## src/rtl/z80_bus_pkg.sv

```systemverilog
// Shared types and defaults for the z80 bus arbiter: arbitration states,
// bus-owner encoding and default timing constants.
package z80_bus_pkg;

    typedef enum logic [1:0] {
        CPU_OWN = 2'd0,
        REQ     = 2'd1,
        DMA_OWN = 2'd2,
        RELEASE = 2'd3
    } arb_state_t;

    typedef enum logic {
        OWN_CPU = 1'b0,
        OWN_DMA = 1'b1
    } owner_t;

    localparam int DEF_MIN_CPU_CYCLES = 4;
    localparam int DEF_MAX_HOLD       = 64;

endpackage

```

## src/rtl/z80_bus_hold_timer.sv

```systemverilog
// Loadable up-counter that saturates at LIMIT and flags when it sits there.
// Clear has priority over load, load over counting.
module z80_bus_hold_timer #(
    parameter int WIDTH     = 8,
    parameter int LIMIT     = 4,
    parameter int RESET_VAL = 0
) (
    input  logic             clk,
    input  logic             reset_n,
    input  logic             clr,
    input  logic             load,
    input  logic [WIDTH-1:0] load_val,
    input  logic             en,
    output logic             tc
);

    localparam logic [WIDTH-1:0] LIMIT_V = WIDTH'(LIMIT);

    logic [WIDTH-1:0] count_reg, count_next;

    always_comb begin
        count_next = count_reg;
        if (clr)
            count_next = '0;
        else if (load)
            count_next = load_val;
        else if (en && (count_reg != LIMIT_V))
            count_next = count_reg + WIDTH'(1);
    end

    always_ff @(posedge clk) begin
        if (!reset_n)
            count_reg <= WIDTH'(RESET_VAL);
        else
            count_reg <= count_next;
    end

    assign tc = (count_reg == LIMIT_V);

endmodule

```

## src/rtl/z80_bus_arbiter.sv

```systemverilog
// Shares the memory array between the tv80s core and an external bus master.
// Define ARB_HOLD_TIMEOUT_EN to bound each DMA tenure to MAX_HOLD clocks.
module z80_bus_arbiter
    import z80_bus_pkg::*;
#(
    parameter int MIN_CPU_CYCLES = DEF_MIN_CPU_CYCLES,
    parameter int MAX_HOLD       = DEF_MAX_HOLD
) (
    input  logic        clk,
    input  logic        reset_n,
    output logic        cpu_busrq_n,
    input  logic        cpu_busak_n,
    input  logic [15:0] cpu_a,
    input  logic [7:0]  cpu_do,
    input  logic        cpu_mreq_n,
    input  logic        cpu_wr_n,
    input  logic        dma_req,
    output logic        dma_gnt,
    input  logic [15:0] dma_a,
    input  logic [7:0]  dma_do,
    input  logic        dma_we,
    output logic [15:0] mem_a,
    output logic [7:0]  mem_di,
    output logic        mem_we,
    output logic [7:0]  dma_tenures,
    output logic        hold_timeout
);

    if (MIN_CPU_CYCLES < 1 || MIN_CPU_CYCLES > 255 || MAX_HOLD < 2 || MAX_HOLD > 65535) begin : g_bad_params
        $error("z80_bus_arbiter: MIN_CPU_CYCLES or MAX_HOLD out of range");
    end

    arb_state_t state_reg, state_next;
    owner_t     owner_reg;
    logic [7:0] tenures_reg;
    logic       hold_timeout_reg;
    logic       gap_tc;
    logic       hold_tc;
    logic       timeout_evt;
    logic       enter_dma;
    logic       leave_dma;
    logic       enter_cpu;

    assign enter_dma = (state_reg == REQ)     && (state_next == DMA_OWN);
    assign leave_dma = (state_reg == DMA_OWN) && (state_next == RELEASE);
    assign enter_cpu = (state_reg == RELEASE) && (state_next == CPU_OWN);

    // Gap counter starts saturated so the first request after reset is honoured at once.
    z80_bus_hold_timer #(
        .WIDTH     (8),
        .LIMIT     (MIN_CPU_CYCLES),
        .RESET_VAL (MIN_CPU_CYCLES)
    ) u_gap_timer (
        .clk      (clk),
        .reset_n  (reset_n),
        .clr      (enter_cpu),
        .load     (1'b0),
        .load_val (8'd0),
        .en       (state_reg == CPU_OWN),
        .tc       (gap_tc)
    );

`ifdef ARB_HOLD_TIMEOUT_EN
    z80_bus_hold_timer #(
        .WIDTH     (16),
        .LIMIT     (MAX_HOLD - 1),
        .RESET_VAL (0)
    ) u_hold_timer (
        .clk      (clk),
        .reset_n  (reset_n),
        .clr      (enter_dma),
        .load     (1'b0),
        .load_val (16'd0),
        .en       (state_reg == DMA_OWN),
        .tc       (hold_tc)
    );
`else
    assign hold_tc = 1'b0;
`endif

    always_ff @(posedge clk) begin
        if (!reset_n)
            state_reg <= CPU_OWN;
        else
            state_reg <= state_next;
    end

    always_comb begin
        state_next  = state_reg;
        timeout_evt = 1'b0;
        case (state_reg)
            CPU_OWN: begin
                if (dma_req && gap_tc)
                    state_next = REQ;
            end
            REQ: begin
                // A dropped request wins over an acknowledge arriving the same cycle.
                if (!dma_req)
                    state_next = RELEASE;
                else if (!cpu_busak_n)
                    state_next = DMA_OWN;
            end
            DMA_OWN: begin
                if (!dma_req) begin
                    state_next = RELEASE;
                end else if (hold_tc) begin
                    state_next  = RELEASE;
                    timeout_evt = 1'b1;
                end
            end
            RELEASE: begin
                if (cpu_busak_n)
                    state_next = CPU_OWN;
            end
            default: state_next = CPU_OWN;
        endcase
    end

    always_comb begin
        cpu_busrq_n = 1'b1;
        dma_gnt     = 1'b0;
        case (state_reg)
            REQ:     cpu_busrq_n = 1'b0;
            DMA_OWN: begin
                cpu_busrq_n = 1'b0;
                dma_gnt     = 1'b1;
            end
            default: ;
        endcase
    end

    always_ff @(posedge clk) begin
        if (!reset_n) begin
            owner_reg        <= OWN_CPU;
            tenures_reg      <= 8'd0;
            hold_timeout_reg <= 1'b0;
        end else begin
            hold_timeout_reg <= timeout_evt;
            if (enter_dma)
                owner_reg <= OWN_DMA;
            else if (state_next == RELEASE && state_reg != RELEASE)
                owner_reg <= OWN_CPU;
            if (leave_dma)
                tenures_reg <= tenures_reg + 8'd1;
        end
    end

    // Source select follows only the registered owner, so the two masters never overlap.
    always_comb begin
        if (owner_reg == OWN_DMA) begin
            mem_a  = dma_a;
            mem_di = dma_do;
            mem_we = dma_we;
        end else begin
            mem_a  = cpu_a;
            mem_di = cpu_do;
            mem_we = ~cpu_wr_n & ~cpu_mreq_n;
        end
    end

    assign dma_tenures  = tenures_reg;
    assign hold_timeout = hold_timeout_reg;

endmodule

```

## config.mk

```make
export PLATFORM = sky130hd
export DESIGN_NAME = z80_bus_arbiter
export DESIGN_NICKNAME = d
export VERILOG_FILES = /design/src/rtl/z80_bus_pkg.sv /design/src/rtl/z80_bus_hold_timer.sv /design/src/rtl/z80_bus_arbiter.sv
export SDC_FILE = /design/constraint.sdc
export NUM_CORES = 1
export LEC_CHECK = 0
export CAP_MARGIN = 20
export CORE_UTILIZATION = 30
export CTS_BUF_LIST = sky130_fd_sc_hd__clkbuf_16
export CTS_CLUSTER_SIZE = 16
export DETAILED_ROUTE_END_ITERATION = 16
export PLACE_DENSITY = 0.66
export SYNTH_ARGS = -nofsm -noshare
export SYNTH_HDL_FRONTEND = slang
export SYNTH_SLANG_ARGS = --single-unit
```

## constraint.sdc

```tcl
create_clock -name clk -period 2.5 [get_ports clk]
set_input_delay 0.5 -clock clk [delete_from_list [all_inputs] [get_ports clk]]
set_output_delay 0.5 -clock clk [all_outputs]
set_load 0.03 [all_outputs]
```

## Word-level counts from Yosys, hierarchy flattened

Index checks and enable logic that the tools add are counted.

- Add/sub/neg operators: 2
- Equality and inequality tests: 8
- Muxes and demuxes: 15
- Bitwise gates (word level): 4
- Reductions and logical operators: 12

Operators by type and width:

| operator | number |
|---|---|
| 8-bit by 1-bit adder with 8-bit output (second input constant) | 2 |
| 16-bit two-way mux | 1 |
| 2-bit two-way mux | 5 |
| 2-bit equality test (second input constant) | 4 |
| 8-bit by 3-bit equality test with 1-bit output (second input constant) | 1 |
| 8-bit two-way mux | 1 |
| 8-bit by 3-bit inequality test with 1-bit output (second input constant) | 1 |
| 2-bit case mux with 4 select lines | 1 |
| 1-bit logical AND | 6 |
| 3-bit two-way mux | 2 |
| 1-bit two-way mux | 5 |
| 2-bit logical NOT | 2 |
| 2-bit nonzero test | 2 |
| 2-bit OR reduction | 2 |
| 1-bit inverter | 3 |
| 2-bit by 1-bit equality test with 1-bit output (second input constant) | 1 |
| 2-bit inequality test (second input constant) | 1 |
| 1-bit AND | 1 |

- Bits in registers: 19
- Input bits: 55
- Output and inout bits: 36

## Depth between registers and ports, before layout

Gate-level depths: netlist (run 1).

- Word-level depth: 8
- Gate-level depth with buffers: 8
- Depth with buffers taken out: 7

## Modules after synthesis

A second synthesis (run 1) with hierarchy kept.

- Cell total of the unflattened synthesis: 175
- Area, all modules: 1534.0 sq um

By module, submodules not included:

| module | times used | cells an instance | area an instance (sq um) |
|---|---|---|---|
| z80_bus_arbiter | 1 | 113 | 1018.5 |
| z80_bus_hold_timer | 1 | 62 | 515.5 |

## Worst setup path before layout (run 1)

OpenSTA, ideal clock, no wires.

- Kind: register to register
- From: register state_reg[1]
- To: register owner_reg
- Library setup time: 0.122 ns
- Arrival: 1.929 ns
- Data required time: 2.378 ns
- Path slack: 0.449 ns
- Stages on the path, launching flop included: 7
- Path buffers: 0
- Period minus slack after synthesis: 2.051 ns
- Path through: dfxtp_1 ha_1 or4bb_1 o41ai_1 or4_1 o21ai_0 a21oi_1

- Longest elaborated chain between the ends: 6
- Elaborated cells on any way between the ends: 17
- Classes of those cells: eq/ne: 6; mux: 7; reduce/logical: 4

Ends and longest elaborated chain:

| element | RTL line | source |
|---|---|---|
| from (decl) | z80_bus_arbiter.sv:33 | `arb_state_t state_reg, state_next;` |
| from (signal assigned) | z80_bus_arbiter.sv:85 | `state_reg <= state_next;` |
| 2-bit two-way mux | z80_bus_arbiter.sv:100 | `else if (!cpu_busak_n)` |
| 2-bit two-way mux | z80_bus_arbiter.sv:98 | `if (!dma_req)` |
| 2-bit case mux with 4 select lines | z80_bus_arbiter.sv:91 | `case (state_reg)` |
| 2-bit equality test (on tied branches) | z80_bus_arbiter.sv:44, z80_bus_arbiter.sv:141 |  |
| 1-bit logical AND (on tied branches) | z80_bus_arbiter.sv:44, z80_bus_arbiter.sv:141 |  |
| 1-bit two-way mux or 2-bit nonzero test (tied branches) | n/a |  |
| to (signal assigned) | z80_bus_arbiter.sv:134 | `owner_reg <= OWN_CPU;` |
| to (signal assigned) | z80_bus_arbiter.sv:140 | `owner_reg <= OWN_DMA;` |
| to (signal assigned) | z80_bus_arbiter.sv:142 | `owner_reg <= OWN_CPU;` |
| to (decl) | z80_bus_arbiter.sv:34 | `owner_t owner_reg;` |

Parallel ways exist; a longest one is shown, timed or not.
A chain may end at the register's enable or synchronous reset.

## Worst setup path in the final report (run 1)

- From: input cpu_mreq_n
- To: output mem_we

- Longest elaborated chain between the ends: 3

Ends and longest elaborated chain:

| element | RTL line | source |
|---|---|---|
| from (decl) | z80_bus_arbiter.sv:15 | `input logic cpu_mreq_n,` |
| 1-bit inverter | z80_bus_arbiter.sv:157 | `mem_we = ~cpu_wr_n & ~cpu_mreq_n;` |
| 1-bit AND | z80_bus_arbiter.sv:157 |  |
| 1-bit two-way mux | z80_bus_arbiter.sv:150 | `if (owner_reg == OWN_DMA) begin` |
| to (decl) | z80_bus_arbiter.sv:24 | `output logic mem_we,` |

Every way passes these cells.

==> results.cfg, run 1 <==
[setup_path]
ff2ff_path_depth = 7
cp_slowest_cell = clkdlybuf4s50_1
startpoint_type = primary input
rr_endpoint = u_gap_timer.count_reg[7]
critPathMostFrequentCell = clkdlybuf4s50_1
crit_chain = clkdlybuf4s50_1 -> o31ai_1 -> clkdlybuf4s50_1
rrSetupSlack_ns = 0.46
cp_slowest_stage_delay_ns = 0.71
cp.arrival_ns = 1.86
cp-end-kind = output port
required_ns = 2.00
r2r_start = state_reg[0]
path_max_fanout = 1
crit_type = in2out

[placed_design]
gp_congestion = 0.864
dp.cells = 292
io_buffers = 89
place.detailed.hpwl_um = 3320
dp_slack_ns = 0.136

[global_routing]
track_usage_pct = 16.0
grt_pass1_vias = 1406
overflow = 0
grt_pass1_wl_um = 6510
grt_max_degree = 21
antenna_found_initial = 0

[logic_synthesis]
synth_edf_count = 0
ys_ff_latch = 19
synth.distinct_cells = 45
synth_warnings = 0
yosysMostFrequentCell = mux2_2
synth_top_family_by_area = multiplexers
avgSynthCellArea_um2 = 9.39
synth_top_area_cell = dfxtp_1
synth_top_area_share_pct = 26.3
synth_compound_area_share_pct = 12.7
syn_inst = 154
synthXorXnorAreaFrac_pct = 5.45
synth-simple-area-share_pct = 20.9
async_flop_share_pct = 0
netlist_area_um2 = 1450
synth_fa_ha_area_share_pct = 6.92
synth_nets = 217
synth_commonest_cells = mux2_2 (24), dfxtp_1 (19), nor2_1 (17)
synthTopCellsByArea = dfxtp_1 (26%), mux2_2 (19%), ha_1 (6.9%)
synthMuxAreaShare_pct = 22.1
synth_flop_cell = dfxtp_1
yosysSeqAreaShare_pct = 26.3

[clocking]
root_buffer = clkbuf_16
ctsHoldBuffers = 0
cts_resized = 0
clockBufferDepth = 2
cts_buffers = 3
clock_sinks = 19
cts_tree = built
clk_pin_slew_ns = 0.06
clock_latency_ns = 0.25
htree_num_levels = 1
post_cts_buffers = 0

[timing]
skew_ns = 0.00258
timing.fmax_mhz = 423
setup_slack_ns = 0.137
fin_crit_ns = 2.36
fin_crit_sh_pct = 94.5
fin_tns_setup_ns = 0
maxSlewViolCount = 0
setup_viol = 0
grt_setup_unrepaired = false
hold_viol = 0

[detailed_routing]
first_pass_iters = 4
via_per_inst = 4.86
num_vias = 1439
drt_iter0_markers = 16
drc = 0
routed_wirelength_um = 4070
detail_route.wl_per_cell_um = 13.8
drtAntennaViolNets = 0

[worst_hold_path]
hold_path.class = reg2reg
min_path_cells = 2
worstHoldStart = dma_tenures[5]
hold_end = dma_tenures[5]

[power_and_ir_drop]
p_leak_uw = 0.000925
peakVddDrop_mv = 0.439
power.density_nw_per_um2 = 673

[floorplan]
num_rows = 24
dieHeight_um = 71.4
initial_utilization_pct = 32.1
ioPinCount = 91
core_area_um2 = 4500
die_x_um = 71.4
die-area_um2 = 5100

[finish]
nets = 308
instances_no_fill = 296
area_delta_synth_final_pct = 70.2
drive_gt1_share_pct = 16.4
insertedDiodeCount = 0

[run_status]
outcome = completed

[flow_run]
drv_cap = 0
## cells in the final DEF (no fill, tap or decap), types with 2 or more instances in the layout
| master | count |
|---|---|
| mux2i_1 | 5 |
| nand4_1 | 4 |
| and3_1 | 3 |
| or4_1 | 2 |
| nor2_1 | 17 |
| xnor2_1 | 8 |
| a21oi_1 | 5 |
| inv_1 | 9 |
| nand2_1 | 10 |
| o21ai_4 | 2 |
| mux2_2 | 24 |
| buf_4 | 3 |
| o21bai_1 | 2 |
| clkbuf_16 | 3 |
| clkdlybuf4s50_1 | 89 |
| dfxtp_1 | 19 |
| nand3_1 | 2 |
| a211oi_1 | 2 |
| nand2b_1 | 2 |
| ha_1 | 8 |
| and4_1 | 2 |
## worst max path at each step
stage	depth (start not counted)	startpoint	endpoint	slack (ns)
after floorplan	6	state_reg[1]	owner_reg	0.45
after global placement	3	cpu_mreq_n	mem_we	0.14
after detailed placement	6	dma_req	u_gap_timer.count_reg[7]	0.14
after CTS	3	cpu_mreq_n	mem_we	0.14
after global routing	3	cpu_mreq_n	mem_we	0.09
final	3	cpu_mreq_n	mem_we	0.14
## routing by layer
metal,vias up,share of wire (%),GRT usage [%]
met2,55,46,29.5
met1,650,45,19.1
met5,-,0,0
met4,0,0.17,2.00
li1,732,-,-
met3,2,8.9,4.22
## per-stage QoR
step                      hold WS [ns]  area (µm²)  utilization, %  total power (µW)
after floorplan                  0.466        1450               -              1010
after global placement           0.477        2380            52.9              1340
after detailed placement         0.489        2380            52.9              1340
after CTS                        0.497        2460            54.7              1670
after global routing             0.525        2460            54.7              1750
final                            0.485        2460            54.7              1660
## cell families after synthesis
group,Yosys count
compound gates,21
buf+inv,15
simple gates,52
xor+xnor,9
mux,29
flops,19
fa+ha+maj,8
other cells,1
## worst max-delay path: cells and delay by family
family,cells,cell delay (ns)
buffers and inverters,2,1.12
AOI/OAI and AO/OA,1,0.24
## area by class of cell
cell class                      instances  area (µm²)
Clock inverter                          1        5.00
Multi-Input combinational cell        120         990
Clock buffer                            3        75.1
Tap cell                               52        65.1
Timing Repair Buffer                   92         913
Fill cell                             420        2040
Inverter                                9        33.8
Sequential cell                        19         380
## power by group
group | switching (µW) | internal (µW)
clock network | 118 | 214
registers | 19.3 | 326
logic | 518 | 461
No activity file was read; power rests on OpenSTA's default activity.
==> run 2: changes to the inputs <==
--- a/config.mk
+++ b/config.mk
@@ -8,6 +8,7 @@
 export CAP_MARGIN = 20
 export CORE_UTILIZATION = 30
 export CTS_BUF_LIST = sky130_fd_sc_hd__clkbuf_16
+export CTS_CLUSTER_DIAMETER = 150
 export CTS_CLUSTER_SIZE = 16
 export DETAILED_ROUTE_END_ITERATION = 16
 export PLACE_DENSITY = 0.66
==> results of run 2 <==
No change in the layout: final DEF, timing and power equal those of run 1.
==> run 3: changes to the inputs <==
--- a/config.mk
+++ b/config.mk
@@ -12,6 +12,7 @@
 export CTS_CLUSTER_SIZE = 16
 export DETAILED_ROUTE_END_ITERATION = 16
 export PLACE_DENSITY = 0.66
+export REMOVE_ABC_BUFFERS = 1
 export SYNTH_ARGS = -nofsm -noshare
 export SYNTH_HDL_FRONTEND = slang
 export SYNTH_SLANG_ARGS = --single-unit
==> run 3 against run 2 <==
- design area stayed put
- non-clock buffer count decreased by 1
- global-route usage grew 0.88 points
- clock power hardly changed
- combinational power grew 2%
- critical endpoint unchanged
- register-to-register slack got worse by 0.03 ns
- sequential power is essentially flat
- final cell count fell by 0.34%
==> results.cfg, run 3 (synthesis results as in run 1) <==
[global_routing]
track_usage_pct = 16.9
grt_pass1_wl_um = 6750
overflow = 0
antenna_found_initial = 0
grt_max_degree = 27
grt_pass1_vias = 1344

[floorplan]
initial_utilization_pct = 32.1
dieHeight_um = 71.4
ioPinCount = 91
core_area_um2 = 4500
die-area_um2 = 5100
num_rows = 24
die_x_um = 71.4

[timing]
fin_tns_setup_ns = 0
hold_viol = 0
relSlewSlack_pct = 66.8
whs_ns = 0.506
skew_ns = 0.00317
maxSlewViolCount = 0
setup_viol = 0
worst_pin_slew_ns = 0.492
timing.fmax_mhz = 429
fin_crit_sh_pct = 93.1
fin_crit_ns = 2.33
grt_setup_unrepaired = false

[finish]
finish.utilization_pct = 54.7
fill_cells = 421
layout.area.seq_um2 = 380
final_cell_mix = clkdlybuf4s50_1 (87), mux2_2 (24), dfxtp_1 (19)
insertedDiodeCount = 0
nets = 307
multiInputGateArea_um2 = 990
area_delta_synth_final_pct = 70.2
final_common_cell = clkdlybuf4s50_1
drive_gt1_share_pct = 16.9

[clocking]
cts_resized = 0
post_cts_buffers = 0
clock_sinks = 19
clock_latency_ns = 0.25
clockBufferDepth = 2
root_buffer = clkbuf_16
cts_tree = built
htree_num_levels = 1
ctsHoldBuffers = 0
cts_buffers = 3
clk_pin_slew_ns = 0.06

[detailed_routing]
routed_wirelength_um = 4410
drc = 0
drt_iter0_markers = 25
first_pass_iters = 4
drtAntennaViolNets = 0
detail_route.wl_per_cell_um = 14.9
via_per_inst = 4.92
num_vias = 1450

[setup_path]
critPathMostFrequentCell = clkdlybuf4s50_1
cp_slowest_cell = clkdlybuf4s50_1
rrSetupSlack_ns = 0.43
cp.arrival_ns = 1.83
ff2ff_path_depth = 7
path_max_fanout = 1
rr_endpoint = u_gap_timer.count_reg[5]
cp-end-kind = output port
crit_family = buffers and inverters
startpoint_type = primary input
r2r_start = state_reg[0]
required_ns = 2.00
cp_slowest_stage_delay_ns = 0.70
crit_type = in2out
crit_buf_inv = 2
crit_chain = clkdlybuf4s50_1 -> o31ai_1 -> clkdlybuf4s50_1

[worst_hold_path]
min_path_cells = 2
hold_path.class = reg2reg
hold_end = u_gap_timer.count_reg[1]
worstHoldStart = u_gap_timer.count_reg[1]

[placed_design]
place.detailed.hpwl_um = 3610
gp_congestion = 0.845
io_buffers = 89

[power_and_ir_drop]
power.density_nw_per_um2 = 680
p_leak_uw = 0.000924
peakVddDrop_mv = 0.301

[run_status]
outcome = completed

[flow_run]
drv_cap = 0
==> run 3: metal layers <==
metal  share of wire (%)  GRT usage, %  vias up
li1                    -             -      726
met5                   0             0        -
met3                  11          5.49        5
met4                 1.8          4.89        0
met1                  39          18.9      654
met2                  48          30.6       65
==> run 3: area by class of cell <==
type	instances	share of cell area [%]
flip-flops and latches	19	15.4
clock buffers	3	3.05
inverters	9	1.37
repair buffers	91	37.1
clock inverters	1	0.203
well taps	52	2.64
multi-input cells	120	40.2
==> run 3: where the power goes <==
part	total (µW)	switching [µW]	internal, µW
Sequential	349	22.7	326
Clock	331	116	215
Combinational	995	529	465
==> run 3: worst max path at each step <==
stage	from	endpoint	slack (ns)	depth (start not counted)
floorplan	state_reg[1]	owner_reg	0.45	6
global placement	cpu_mreq_n	mem_we	0.18	3
detailed placement	dma_req	u_gap_timer.count_reg[3]	0.15	6
CTS	owner_reg	mem_a[9]	0.17	3
global route	owner_reg	mem_a[12]	0.12	3
finish	cpu_mreq_n	mem_we	0.17	3
==> run 3: through the flow <==
stage                     std cells  setup slack (ns)  instance area [µm²]  power [µW]
after CTS                       295             0.172                 2460        1700
after global routing            295             0.122                 2460        1770
after floorplan                 148             0.448                 1400         976
after detailed placement        291             0.153                 2380        1360
after global placement          291             0.179                 2380        1360
final                           295             0.172                 2460        1670
==> run 3: worst reg2reg max path: stages (launching register included) <==
cell	delay, ns
dfxtp_1	0.36
inv_1	0.11
ha_1	0.30
or4bb_1	0.55
o41ai_1	0.12
o41ai_2	0.19
o21ai_4	0.24
nor2_1	0.08
